--- src/rtl/l2_input_arbiter_gen.sv ---
// -----------------------------------------------------------------------------
// l2_input_arbiter_gen
//
// Input decoder for the L2 pipeline. Each decode_en cycle it picks at most one
// winner among: a flush start, N_CH request channels, and a step of the
// internal flush set/way walker. The winner is registered as a one-hot grant,
// and a winning channel's line address is registered split into tag/set.
//
// Handshake: a channel request is live when req_valid & req_elig. req_ready
// (or flush_ready) is the combinational accept for the current cycle; the
// request is consumed on the clk edge where its ready is high. Ready depends
// on valid but valid must never depend on ready.
//
// Ports:
//   clk, rst                    clock, asynchronous active-high reset
//   decode_en                   arbitration/update enable
//   req_valid/req_elig/req_addr per-channel request, gating, line address
//   req_ready                   combinational one-hot channel accept
//   flush_valid/flush_start_ok  flush start request and its gating
//   flush_step_ok               gating for one walker step
//   flush_ready                 combinational flush-start accept
//   grant, grant_flush_start,
//   grant_flush_step            registered winner
//   grant_tag, grant_set        registered address of the winning channel
//   flush_set, flush_way        walker position (the next step to issue)
//   flush_busy, flush_done      walk in progress / one-cycle completion pulse
//   starve_boost                lowest-priority channel is being boosted
//   idle                        decode_en with no winner this cycle
// -----------------------------------------------------------------------------
module l2_input_arbiter_gen #(
    parameter int N_CH         = 4,
    parameter int LINE_W       = 26,
    parameter int SET_BITS     = 8,
    parameter int SETS         = 256,
    parameter int WAYS         = 16,
    parameter int FLUSH_PRIO   = 2,
    parameter int STARVE_LIMIT = 8
) (
    input  logic                         clk,
    input  logic                         rst,
    input  logic                         decode_en,
    input  logic [N_CH-1:0]              req_valid,
    input  logic [N_CH-1:0]              req_elig,
    input  logic [N_CH*LINE_W-1:0]       req_addr,
    output logic [N_CH-1:0]              req_ready,
    input  logic                         flush_valid,
    input  logic                         flush_start_ok,
    input  logic                         flush_step_ok,
    output logic                         flush_ready,
    output logic [N_CH-1:0]              grant,
    output logic                         grant_flush_start,
    output logic                         grant_flush_step,
    output logic [LINE_W-SET_BITS-1:0]   grant_tag,
    output logic [SET_BITS-1:0]          grant_set,
    output logic [SET_BITS:0]            flush_set,
    output logic [$clog2(WAYS)-1:0]      flush_way,
    output logic                         flush_busy,
    output logic                         flush_done,
    output logic                         starve_boost,
    output logic                         idle
);
    localparam int TAG_W = LINE_W - SET_BITS;
    localparam int SET_W = SET_BITS + 1;
    localparam int WAY_W = $clog2(WAYS);
    // Keep the counter at least one bit wide so STARVE_LIMIT=0 still elaborates.
    localparam int CNT_W = (STARVE_LIMIT > 0) ? $clog2(STARVE_LIMIT + 1) : 1;

    localparam logic [SET_W-1:0] SETS_V     = SET_W'(SETS);
    localparam logic [WAY_W-1:0] WAY_LAST   = WAY_W'(WAYS - 1);
    localparam logic [CNT_W-1:0] STARVE_MAX = CNT_W'(STARVE_LIMIT);

    logic [N_CH-1:0]   grant_q, grant_d;
    logic              grant_flush_start_q, grant_flush_start_d;
    logic              grant_flush_step_q, grant_flush_step_d;
    logic [TAG_W-1:0]  grant_tag_q, grant_tag_d;
    logic [SET_BITS-1:0] grant_set_q, grant_set_d;
    logic [SET_W-1:0]  flush_set_q, flush_set_d;
    logic [WAY_W-1:0]  flush_way_q, flush_way_d;
    logic              flush_busy_q, flush_busy_d;
    logic              flush_done_q, flush_done_d;
    logic [CNT_W-1:0]  starve_cnt_q, starve_cnt_d;

    logic [N_CH-1:0]   req_act;
    logic [N_CH-1:0]   ch_win;
    logic              found;
    logic              start_req, step_req;
    logic              start_win, step_win;
    logic              walk_done;
    logic              boost;
    logic [LINE_W-1:0] win_addr;

    assign req_act = req_valid & req_elig;
    assign boost   = (STARVE_LIMIT != 0) && (starve_cnt_q == STARVE_MAX);

    // Winner selection. Priority: flush start, boosted last channel, high
    // channels (index < FLUSH_PRIO), flush step, remaining channels.
    always_comb begin
        ch_win    = '0;
        found     = 1'b0;
        start_win = 1'b0;
        step_win  = 1'b0;
        win_addr  = '0;
        start_req = flush_valid && flush_start_ok && !flush_busy_q;
        step_req  = flush_busy_q && flush_step_ok && (flush_set_q < SETS_V);
        if (decode_en) begin
            if (start_req) begin
                start_win = 1'b1;
            end else if (boost && req_act[N_CH-1]) begin
                ch_win[N_CH-1] = 1'b1;
            end else begin
                for (int i = 0; i < N_CH; i++) begin
                    if (i < FLUSH_PRIO && !found && req_act[i]) begin
                        ch_win[i] = 1'b1;
                        found     = 1'b1;
                    end
                end
                if (!found && step_req) begin
                    step_win = 1'b1;
                end else begin
                    for (int i = 0; i < N_CH; i++) begin
                        if (i >= FLUSH_PRIO && !found && req_act[i]) begin
                            ch_win[i] = 1'b1;
                            found     = 1'b1;
                        end
                    end
                end
            end
        end
        for (int i = 0; i < N_CH; i++) begin
            if (ch_win[i]) win_addr = req_addr[i*LINE_W +: LINE_W];
        end
    end

    // Completion does not consume a grant slot; it can coincide with a
    // channel grant in the same cycle.
    assign walk_done = decode_en && flush_busy_q && (flush_set_q == SETS_V);

    always_comb begin
        grant_d             = grant_q;
        grant_flush_start_d = grant_flush_start_q;
        grant_flush_step_d  = grant_flush_step_q;
        grant_tag_d         = grant_tag_q;
        grant_set_d         = grant_set_q;
        flush_set_d         = flush_set_q;
        flush_way_d         = flush_way_q;
        flush_busy_d        = flush_busy_q;
        flush_done_d        = 1'b0;
        starve_cnt_d        = starve_cnt_q;
        if (decode_en) begin
            grant_d             = ch_win;
            grant_flush_start_d = start_win;
            grant_flush_step_d  = step_win;
            grant_tag_d         = (ch_win != '0) ? win_addr[LINE_W-1:SET_BITS] : '0;
            grant_set_d         = (ch_win != '0) ? win_addr[SET_BITS-1:0] : '0;

            if (start_win) begin
                flush_busy_d = 1'b1;
                flush_set_d  = '0;
                flush_way_d  = '0;
            end else if (step_win) begin
                if (flush_way_q == WAY_LAST) begin
                    flush_way_d = '0;
                    flush_set_d = flush_set_q + 1'b1;
                end else begin
                    flush_way_d = flush_way_q + 1'b1;
                end
            end else if (walk_done) begin
                flush_busy_d = 1'b0;
                flush_set_d  = '0;
                flush_way_d  = '0;
                flush_done_d = 1'b1;
            end

            // A losing flush start leaves a saturated counter untouched, so
            // the boosted channel still wins the next eligible cycle.
            if (!req_act[N_CH-1] || ch_win[N_CH-1]) begin
                starve_cnt_d = '0;
            end else if (starve_cnt_q != STARVE_MAX) begin
                starve_cnt_d = starve_cnt_q + 1'b1;
            end
        end
    end

    always_ff @(posedge clk or posedge rst) begin
        if (rst) begin
            grant_q             <= '0;
            grant_flush_start_q <= 1'b0;
            grant_flush_step_q  <= 1'b0;
            grant_tag_q         <= '0;
            grant_set_q         <= '0;
            flush_set_q         <= '0;
            flush_way_q         <= '0;
            flush_busy_q        <= 1'b0;
            flush_done_q        <= 1'b0;
            starve_cnt_q        <= '0;
        end else begin
            grant_q             <= grant_d;
            grant_flush_start_q <= grant_flush_start_d;
            grant_flush_step_q  <= grant_flush_step_d;
            grant_tag_q         <= grant_tag_d;
            grant_set_q         <= grant_set_d;
            flush_set_q         <= flush_set_d;
            flush_way_q         <= flush_way_d;
            flush_busy_q        <= flush_busy_d;
            flush_done_q        <= flush_done_d;
            starve_cnt_q        <= starve_cnt_d;
        end
    end

    assign req_ready         = ch_win;
    assign flush_ready       = start_win;
    assign grant             = grant_q;
    assign grant_flush_start = grant_flush_start_q;
    assign grant_flush_step  = grant_flush_step_q;
    assign grant_tag         = grant_tag_q;
    assign grant_set         = grant_set_q;
    assign flush_set         = flush_set_q;
    assign flush_way         = flush_way_q;
    assign flush_busy        = flush_busy_q;
    assign flush_done        = flush_done_q;
    assign starve_boost      = boost;
    assign idle              = decode_en && !start_win && !step_win && (ch_win == '0);

endmodule
--- config.mk ---
export PLATFORM = sky130hd
export DESIGN_NAME = l2_input_arbiter_gen
export DESIGN_NICKNAME = d
export VERILOG_FILES = /design/src/rtl/l2_input_arbiter_gen.sv
export SDC_FILE = /design/constraint.sdc
export NUM_CORES = 1
export LEC_CHECK = 0
export ABC_CLOCK_PERIOD_IN_PS = 4300
export CORE_ASPECT_RATIO = 1.4
export CORE_MARGIN = 2
export CORE_UTILIZATION = 41
export CTS_BUF_LIST = sky130_fd_sc_hd__clkbuf_8
export DETAILED_ROUTE_END_ITERATION = 10
export PLACE_DENSITY = 0.88
export SLEW_MARGIN = 20
export SYNTH_ARGS = -nofsm -noshare
export SYNTH_HDL_FRONTEND = slang
export SYNTH_SLANG_ARGS = --single-unit
--- constraint.sdc ---
create_clock -name clk -period 4.3 [get_ports clk]
set_clock_uncertainty 0.15 [all_clocks]
set_input_delay 0.86 -clock clk [delete_from_list [all_inputs] [get_ports clk]]
set_output_delay 0.86 -clock clk [all_outputs]
set_load 0.02 [all_outputs]
==> summary.txt, run 1 <==
Clocking
  – TritonCTS clock tree: built
  – Post-CTS resize count: 0
  – Cts hold-fix bufs: 0
  – Worst skew pair latency: ~300 ps
  – Clock sink total: 51
  – Clock Tree Root: clkbuf_8
  – Max H-tree Level: 2
  – Max Buffers Root-to-Sink: 2
  – CTS Buf Count: 5
  – Clock transition at path regs: roughly 90 ps
  – Post-CTS Setup Bufs: 0

Yosys
  – Post-synthesis sequential element count: about 50
  – Post-synthesis sequential area ratio: 45.8%
  – Synth async-reset ratio: 100%
  – Synth Flop Type: dfrtp_1
  – YS warnings: 0
  – Number of flops mapped to enable cells by yosys: 0
  – Post-synthesis cell area: about 0.0028 mm²
  – Synth Instances: around 280
  – Post-synthesis cell type count: 45
  – Mean Syn Cell Area: 10.0 µm²
  – Syn nets: around 400

Place
  – Post-DP HPWL: ~7900 µm
  – Routability cong.: approximately 0.8
  – IO Port Bufs: 171

Floorplanning
  – Core box area: between 0.006 and 0.007 mm²
  – Initial Utilization: 42.4%
  – Height of the chip: a little over 100 µm
  – Die Width: approximately 74 µm
  – Die area: 0.00748 mm²
  – Site row count: 35
  – # IOs: approximately 170

Routing
  – DRC viols: 0
  – Wire per inst: roughly 20 µm
  – 1st-iter DRT viols: between 200 and 300
  – Routed Antenna Nets: 0
  – Vias/cell: 6.04
  – TritonRoute pass-1 iters: 6
  – Vias: 3142
  – Total wire length: a little over 10000 µm

Timing
  – F_max: about 250 MHz
  – Crit path time final: 4030 ps
  – Hold Fails Final Rpt: 0
  – Total negative slack: 0 ps
  – Fin crit share: 93.8%
  – Worst slew margin: between 30% and 40%
  – Worst Tran Pin Value: 1030 ps
  – Final setup fails: 0
  – RSZ-0062 raised after global routing: false
  – Pins Over Slew Limit: 0

Setup path
  – CP startpoint kind: input pin
  – CP required: ~3300 ps
  – Worst Reg-to-Reg Cells: 5
  – Crit-path max FO: 5
  – Critical path class: input pin to output port
  – Crit path arrival time: 3020 ps
  – Worst Setup End Kind: output port

Power
  – Pwr dens: around 320 mW/mm²
  – Leak: 1.96 nW
  – VDD IR-drop max: 262 µV

Global routing
  – First-pass GRT wire length: about 15000 µm
  – GRT Util Overall: a little over a quarter
  – Total congestion overflow: 0
  – Largest net degree at the start of global routing: between 50 and 60
  – Initial antenna violation count: 0
  – Number of global-route vias before repair: 3171

Layout
  – Final-stage net count: ~570
  – Final core occ: between 70% and 80%
  – Ant diodes: 0
  – Synthesis-to-finish area growth: 66.5%
  – Share of cells above drive strength 1: under 10%

Run
  – Max cap viols: 0

Status
  – Run status: finished, final reports clean

Worst hold path
  – WHS Path Cells: 1
  – Worst hold path type: register to register
critical path, cell delays in order:
cell and delay [ps]:
clkdlybuf4s50_1 440, a22o_2 340, or3b_4 420, o21a_4 240
nor2_8 80, clkdlybuf4s50_1 640
final timing paths:
check / startpoint / endpoint / slack [ps]
max in group asynchronous: rst / grant_tag[10]$_DFFE_PP0P_ / 2590
min: grant_flush_step$_DFFE_PP0P_ / grant_flush_step$_DFFE_PP0P_ / 340
max reg2reg: flush_set[2]$_DFFE_PP0P_ / flush_set[5]$_DFFE_PP0P_ / 1930
max: req_valid[1] / req_ready[3] / 270
min reg2reg: grant_flush_step$_DFFE_PP0P_ / grant_flush_step$_DFFE_PP0P_ / 340
min in group asynchronous: rst / grant_flush_step$_DFFE_PP0P_ / 890
kinds of logic after synthesis:
| logic type | after synthesis | synth area share, % |
|---|---|---|
| AO/OA/AOI/OAI | 90 | 27.7 |
| adder cells (fa/ha/maj) | 5 | 2.24 |
| AND/OR/NAND/NOR | 98 | 17.8 |
| flip-flops | 51 | 45.8 |
| buffers and inverters | 33 | 6.06 |
| multiplexers | 1 | 0.359 |
routing by layer:
layer / vias up / track usage, % / wire (µm)
met3: 23 / 6.07 / 912
met1: 1535 / 30.3 / 3660
li1: 1431 / - / -
met2: 153 / 48.4 / 5430
met4: 0 / 7.83 / 235
met5: - / 0 / 0
flip-flops by register name, indices dropped and copies added (netlist names):
name               count
grant_tag             18
flush_set              9
grant_set              8
flush_way              4
grant                  4
starve_cnt_q           4
flush_busy             1
flush_done             1
grant_flush_start      1
grant_flush_step       1
stage by stage:
| stage | area [µm²] | instances | hold WS, ps | power (mW) | setup WS [ps] |
|---|---|---|---|---|---|
| 2_1_floorplan | 2790 | 278 | 334 | 0.872 | 1130 |
| 3_3_place_gp | 4540 | 512 | 313 | 1.16 | 273 |
| 3_5_place_dp | 4540 | 512 | 318 | 1.18 | 265 |
| 4_1_cts | 4640 | 520 | 339 | 1.48 | 263 |
| 5_1_grt | 4640 | 520 | 374 | 1.54 | 230 |
| 6_report | 4640 | 520 | 338 | 1.47 | 267 |
Yosys cell counts (all sizes together) (2+ instances only):
cell | number | area share (%)
a211o | 2 | 0.63
a21o | 8 | 2.2
a21oi | 4 | 0.72
a221o | 24 | 8.6
a222oi | 25 | 9.0
a31oi | 5 | 1.1
and2 | 3 | 0.67
and3 | 4 | 0.90
buf | 5 | 1.6
clkbuf | 13 | 2.5
dfrtp | 51 | 46
ha | 5 | 2.2
inv | 15 | 2.0
nand2 | 22 | 3.1
nand3 | 10 | 1.8
nand3b | 2 | 0.54
nand4 | 3 | 0.67
nor2 | 35 | 5.3
nor3 | 4 | 0.90
nor4 | 5 | 1.1
o211ai | 4 | 1.1
o21a | 2 | 0.81
o21ai | 10 | 1.8
o32ai | 2 | 0.63
or3 | 3 | 0.67
cell type report:
| class | count | area [µm²] |
|---|---|---|
| Fill cell | 501 | 1930 |
| Timing Repair Buffer | 178 | 1760 |
| Multi-Input combinational cell | 194 | 1350 |
| Sequential cell | 51 | 1280 |
| Clock buffer | 7 | 96.3 |
| Tap cell | 74 | 92.6 |
| Inverter | 15 | 57.6 |
| Clock inverter | 1 | 3.75 |
placed cells by master (no fill, tap or decap), drive strengths merged, types with 2 or more instances in the layout:
cell type	Yosys	layout
nor3	4	4
and3	4	4
a211o	2	2
a21oi	4	4
nand3b	2	2
a221o	24	24
inv	15	15
nand4	3	3
a31oi	5	5
clkdlybuf4s50	0	171
o211ai	4	4
nand2	22	22
a222oi	25	25
ha	5	5
o21ai	10	10
a21o	8	8
clkbuf	13	7
o32ai	2	2
nor2	35	35
o21a	2	2
buf	5	7
nand3	10	10
or3	3	3
nor4	5	5
dfrtp	51	51
and2	3	3
power by group:
group	switching (mW)	total (mW)	leakage (nW)	internal, mW
Clock	0.151	0.296	0.0557	0.145
Sequential	0.0568	0.602	0.678	0.545
Combinational	0.269	0.571	1.23	0.301
Power figures use the tool's default switching activity.
==> run 2, diff against run 1 <==
CTS_CLUSTER_DIAMETER = 150   (was not set)
REMOVE_ABC_BUFFERS = 1   (was not set)
==> run 2 against run 1 <==
Net effect: count of clock-buffer cells in the layout fell by 1; hold slack improved by 4.2 ps; critical path depth did not move; sequential share of layout area fell by 0.24 points; sequential power barely moved; core utilization rose by 0.61 points.
==> summary.txt, run 2 (synthesis gave the netlist of run 1 again) <==
Clocking
  – Post-CTS Setup Bufs: 0
  – Max Buffers Root-to-Sink: 2
  – Worst skew pair latency: 300 ps
  – Post-CTS resize count: 0
  – TritonCTS clock tree: built
  – CTS Buf Count: 5
  – Cts hold-fix bufs: 0
  – Clock transition at path regs: approximately 90 ps
  – Clock sink total: a little over 50
  – Clock Tree Root: clkbuf_8
  – Max H-tree Level: 2

Status
  – Run status: finished, final reports clean

Power
  – Leak: around 2.0 nW
  – VDD IR-drop max: ~260 µV
  – Pwr dens: roughly 330 mW/mm²

Global routing
  – First-pass GRT wire length: roughly 15000 µm
  – Initial antenna violation count: 0
  – Largest net degree at the start of global routing: 52
  – GRT Util Overall: between 20% and 30%
  – Number of global-route vias before repair: 3137
  – Total congestion overflow: 0

Timing
  – Worst slew margin: 28.0%
  – Final setup fails: 0
  – RSZ-0062 raised after global routing: false
  – Final worst slack: about 300 ps
  – F_max: between 200 and 300 MHz
  – Hold Fails Final Rpt: 0
  – Crit path time final: roughly 4000 ps
  – Pins Over Slew Limit: 0
  – Worst Tran Pin Value: between 1000 and 1500 ps
  – Fin crit share: roughly 93%

Run
  – Max cap viols: 0

Routing
  – TritonRoute pass-1 iters: 8
  – Vias: 3140
  – Routed Antenna Nets: 0
  – Uppermost layer routed: met4
  – DRC viols: 0
  – Met2 Routed Length: ~5100 µm
  – Wire per inst: around 19 µm
  – WL met1: roughly 3700 µm
  – Total wire length: between 9000 and 10000 µm
  – Met3 wire length: between 800 and 900 µm
  – Vias/cell: about 6
  – 1st-iter DRT viols: around 230

Place
  – Post-DP HPWL: around 7500 µm
  – IO Port Bufs: ~170
  – Placed cell areas: 0.00456 mm²
  – Routability cong.: about 0.9
  – Setup slack at placement: approximately 300 ps

Layout
  – Most frequent cells in the layout: 171 x clkdlybuf4s50_1, 51 x dfrtp_1, 33 x nor2_1
  – Fillcell total: slightly above 500
  – Ant diodes: 0
  – Post-layout instance area: roughly 0.0047 mm²
  – Synthesis-to-finish area growth: 68.0%
  – Final-stage net count: between 500 and 600
  – Share of cells above drive strength 1: under 10%
  – Commonest non-fill, non-tap cell in the layout: clkdlybuf4s50_1
  – Max reg flops: 18

Floorplanning
  – Height of the chip: a little over 100 µm
  – # IOs: about 170
  – Die Width: about 74 µm
  – Initial Utilization: 42.4%
  – Site row count: 35
  – Core box area: between 0.006 and 0.007 mm²
  – Die area: approximately 0.0075 mm²

Setup path
  – Delay-heaviest family, CP: buffers and inverters
  – Cells along the critical path: clkdlybuf4s50_1, a22o_2, or3b_4, o21a_4, nor2_8, clkdlybuf4s50_1
  – Crit-path max FO: 5
  – Critical path class: input pin to output port
  – CP required: 3290 ps
  – Worst Setup End Kind: output port
  – Slowest CP cell: clkdlybuf4s50_1
  – Most common cell on crit path: clkdlybuf4s50_1
  – Crit path arrival time: about 3000 ps
  – Worst path bufs/invs: 2
  – Slowest stage delay, CP: ~650 ps
  – CP startpoint kind: input pin

Worst hold path
  – Worst hold path type: register to register
run 2: through the flow:
stage                     hold slack (ps)  utilization [%]  setup TNS (ps)  power, mW  std cells
after global routing                  364             71.3               0       1.60        523
after floorplan                       334                -           -29.2      0.856        260
after global placement                312             69.5               0       1.17        515
final                                 342             71.3               0       1.52        523
after detailed placement              326             69.5               0       1.19        515
after CTS                             347             71.3               0       1.53        523
run 2: worst paths after layout:
check | slack [ps] | start | depth (start not counted) | to
setup / recovery | 310 | req_valid[1] | 6 | req_ready[3]
max in group asynchronous | 2590 | rst | 2 | grant_set[6]$_DFFE_PP0P_
hold reg to reg | 340 | grant_flush_step$_DFFE_PP0P_ | 1 | grant_flush_step$_DFFE_PP0P_
setup reg to reg | 2010 | flush_set[0]$_DFFE_PP0P_ | 8 | flush_set[5]$_DFFE_PP0P_
min in group asynchronous | 880 | rst | 2 | grant[3]$_DFFE_PP0P_
hold / removal | 340 | grant_flush_step$_DFFE_PP0P_ | 1 | grant_flush_step$_DFFE_PP0P_
run 2: layout make-up:
class                   count  area, µm²  share of cell area (%)
multi-input cells         194       1350                    28.9
clock inverters             2       35.0                   0.748
inverters                  15       57.6                    1.23
flip-flops and latches     51       1280                    27.3
repair buffers            181       1790                    38.2
clock buffers               6       82.6                    1.76
well taps                  74       92.6                    1.98
run 2: layer usage:
layer  vias up  GRT usage, %
met1      1522          29.7
li1       1433             -
met3        27          5.07
met2       158          44.7
met4         0          9.51
met5         -             0
run 2: power breakdown:
part           switching (mW)  internal, mW
registers              0.0582         0.545
logic                   0.267         0.304
clock network           0.161         0.189
==> run 3, diff against run 2 <==
ABC_CLOCK_PERIOD_IN_PS = 3600   (was 4300)
CAP_MARGIN = 25   (was not set)
CORE_MARGIN = not set   (was 2)
CORE_UTILIZATION = 35   (was 41)
PLACE_DENSITY = 0.8   (was 0.88)
clock period = 3.6 ns   (was 4.3 ns; I/O delays follow)
==> run 3 against run 2 <==
Net effect: via count down 0.51%; final cell count up 7.3%; combinational power up 23%; critical path type unchanged; critical endpoint is now idle.
==> summary.txt, run 3 (synthesis gave the netlist of run 1 again) <==
Place
  – Dpl cells: approximately 550
  – Placed cell areas: around 0.0047 mm²
  – Routability cong.: between 0.8 and 0.9
  – Setup slack at placement: -8.47 ps
  – IO Port Bufs: around 170
  – Post-DP HPWL: between 7000 and 8000 µm

Setup path
  – Worst path bufs/invs: 3
  – Worst Setup End Kind: output port
  – RR Startpoint: starve_cnt_q[0]$_DFFE_PP0P_
  – Crit-path max FO: 3
  – Cells along the critical path: clkdlybuf4s50_1, a22o_2, buf_4, nor2_1, a21o_1, nor3b_1, clkdlybuf4s50_1
  – Setup crit start: req_valid[1]
  – Crit path arrival time: approximately 2600 ps
  – WP depth: 7
  – Worst Reg-to-Reg Cells: 9
  – CP startpoint kind: input pin
  – Slowest stage delay, CP: approximately 640 ps
  – Most common cell on crit path: clkdlybuf4s50_1
  – Slowest CP cell: clkdlybuf4s50_1
  – Critical path class: input pin to output port
  – CP required: 2730 ps
  – Delay-heaviest family, CP: buffers and inverters

Floorplanning
  – Initial Utilization: between 30% and 40%
  – Height of the chip: between 100 and 150 µm
  – # IOs: around 170
  – Site row count: 38
  – Die area: 0.00833 mm²
  – Core box area: 0.00775 mm²
  – Die Width: roughly 77 µm

Timing
  – Fin crit share: slightly below 100%
  – RSZ-0062 raised after global routing: false
  – Hold Fails Final Rpt: 0
  – Pins Over Slew Limit: 0
  – Worst slew margin: between 50 and 60%
  – Crit path time final: roughly 3500 ps
  – Final worst slack: 96.2 ps
  – Worst hold margin: between 300 and 400 ps
  – Final setup fails: 0
  – Total negative slack: 0 ps
  – Worst Tran Pin Value: approximately 660 ps
  – F_max: ~290 MHz

Routing
  – WL met1: 3880 µm
  – Routed Antenna Nets: 0
  – Uppermost layer routed: met4
  – TritonRoute pass-1 iters: 8
  – 1st-iter DRT viols: 186
  – Met2 Routed Length: between 5000 and 6000 µm
  – DRC viols: 0
  – Wire per inst: between 15 and 20 µm
  – Total wire length: between 10000 and 15000 µm
  – Vias/cell: about 5.6
  – Vias: around 3100
  – Met3 wire length: roughly 800 µm

Clocking
  – Worst skew pair latency: ~310 ps
  – TritonCTS clock tree: built
  – Post-CTS Setup Bufs: 0
  – Post-CTS resize count: 1
  – Max Buffers Root-to-Sink: 2
  – Clock Tree Root: clkbuf_8
  – Clock sink total: 51
  – Max H-tree Level: 2
  – CTS Buf Count: 5
  – Cts hold-fix bufs: 0
  – Clock transition at path regs: roughly 100 ps

Worst hold path
  – Worst hold path type: register to register
  – WHS Path Cells: 1
  – Hold Path Origin: grant[1]$_DFFE_PP0P_

Global routing
  – First-pass GRT wire length: 15600 µm
  – GRT Util Overall: 23.9%
  – Largest net degree at the start of global routing: 52
  – Initial antenna violation count: 0
  – Total congestion overflow: 0
  – Number of global-route vias before repair: roughly 3100

Power
  – Pwr dens: approximately 370 mW/mm²
  – Leak: roughly 2.0 nW
  – VDD IR-drop max: 257 µV
  – PnR Total Power: 1.77 mW

Layout
  – Commonest non-fill, non-tap cell in the layout: clkdlybuf4s50_1
  – Post-layout instance area: 0.00478 mm²
  – Final-stage net count: 583
  – Max reg flops: 18
  – Fin cells: approximately 560
  – Most frequent cells in the layout: 170 x clkdlybuf4s50_1, 51 x dfrtp_1, 33 x nor2_1
  – Synthesis-to-finish area growth: 71.5%
  – Ant diodes: 0
  – Share of cells above drive strength 1: 8.46%
  – Final core occ: a little over 60%

Status
  – Run status: finished, final reports clean

Run
  – Max cap viols: 0
[run 3: changes by cell type in the layout (fill, tap and decap cells not counted)]
cell,delta
buf_4,+12
bufinv_16,-1
clkbuf_8,-1
clkdlybuf4s50_1,-1
clkinv_2,-2
clkinv_4,+2
dlygate4sd2_1,+1
inv_2,+1
inv_8,+1
[run 3: path summary, 6_finish.rpt]
kind                                             to  slack (ps)
hold reg to reg                grant[1]$_DFFE_PP0P_         340
max in group asynchronous    flush_busy$_DFFE_PP0P_        2090
hold / removal                 grant[1]$_DFFE_PP0P_         340
setup reg to reg           flush_set[4]$_DFFE_PP0P_        1270
min in group asynchronous      grant[3]$_DFFE_PP0P_         760
setup / recovery                               idle         100
[run 3: worst reg2reg max path, cell delays in order, from the launching register on]
cell and delay, ps:
dfrtp_1 410, inv_1 70, ha_1 190, nand3b_1 110
o211ai_1 160, buf_4 200, buf_4 170, or3_1 470
o211ai_1 210, o31ai_1 100
[run 3: report_power, final]
part	internal, mW	switching (mW)
Combinational	0.379	0.324
Clock	0.144	0.208
Sequential	0.651	0.0653
Total	1.17	0.597
[run 3: layout make-up]
type	count	area [µm²]
fillers	670	2970
repair buffers	193	1880
multi-input cells	194	1350
flip-flops and latches	51	1280
well taps	100	125
clock buffers	5	68.8
inverters	15	56.3
clock inverters	3	28.8
[run 3: metal layers]
| layer | up-vias | global-route usage (%) |
|---|---|---|
| met4 | 0 | 4.85 |
| met3 | 5 | 5.59 |
| met2 | 152 | 44.6 |
| met1 | 1505 | 27.4 |
| li1 | 1462 | - |
| met5 | - | 0 |
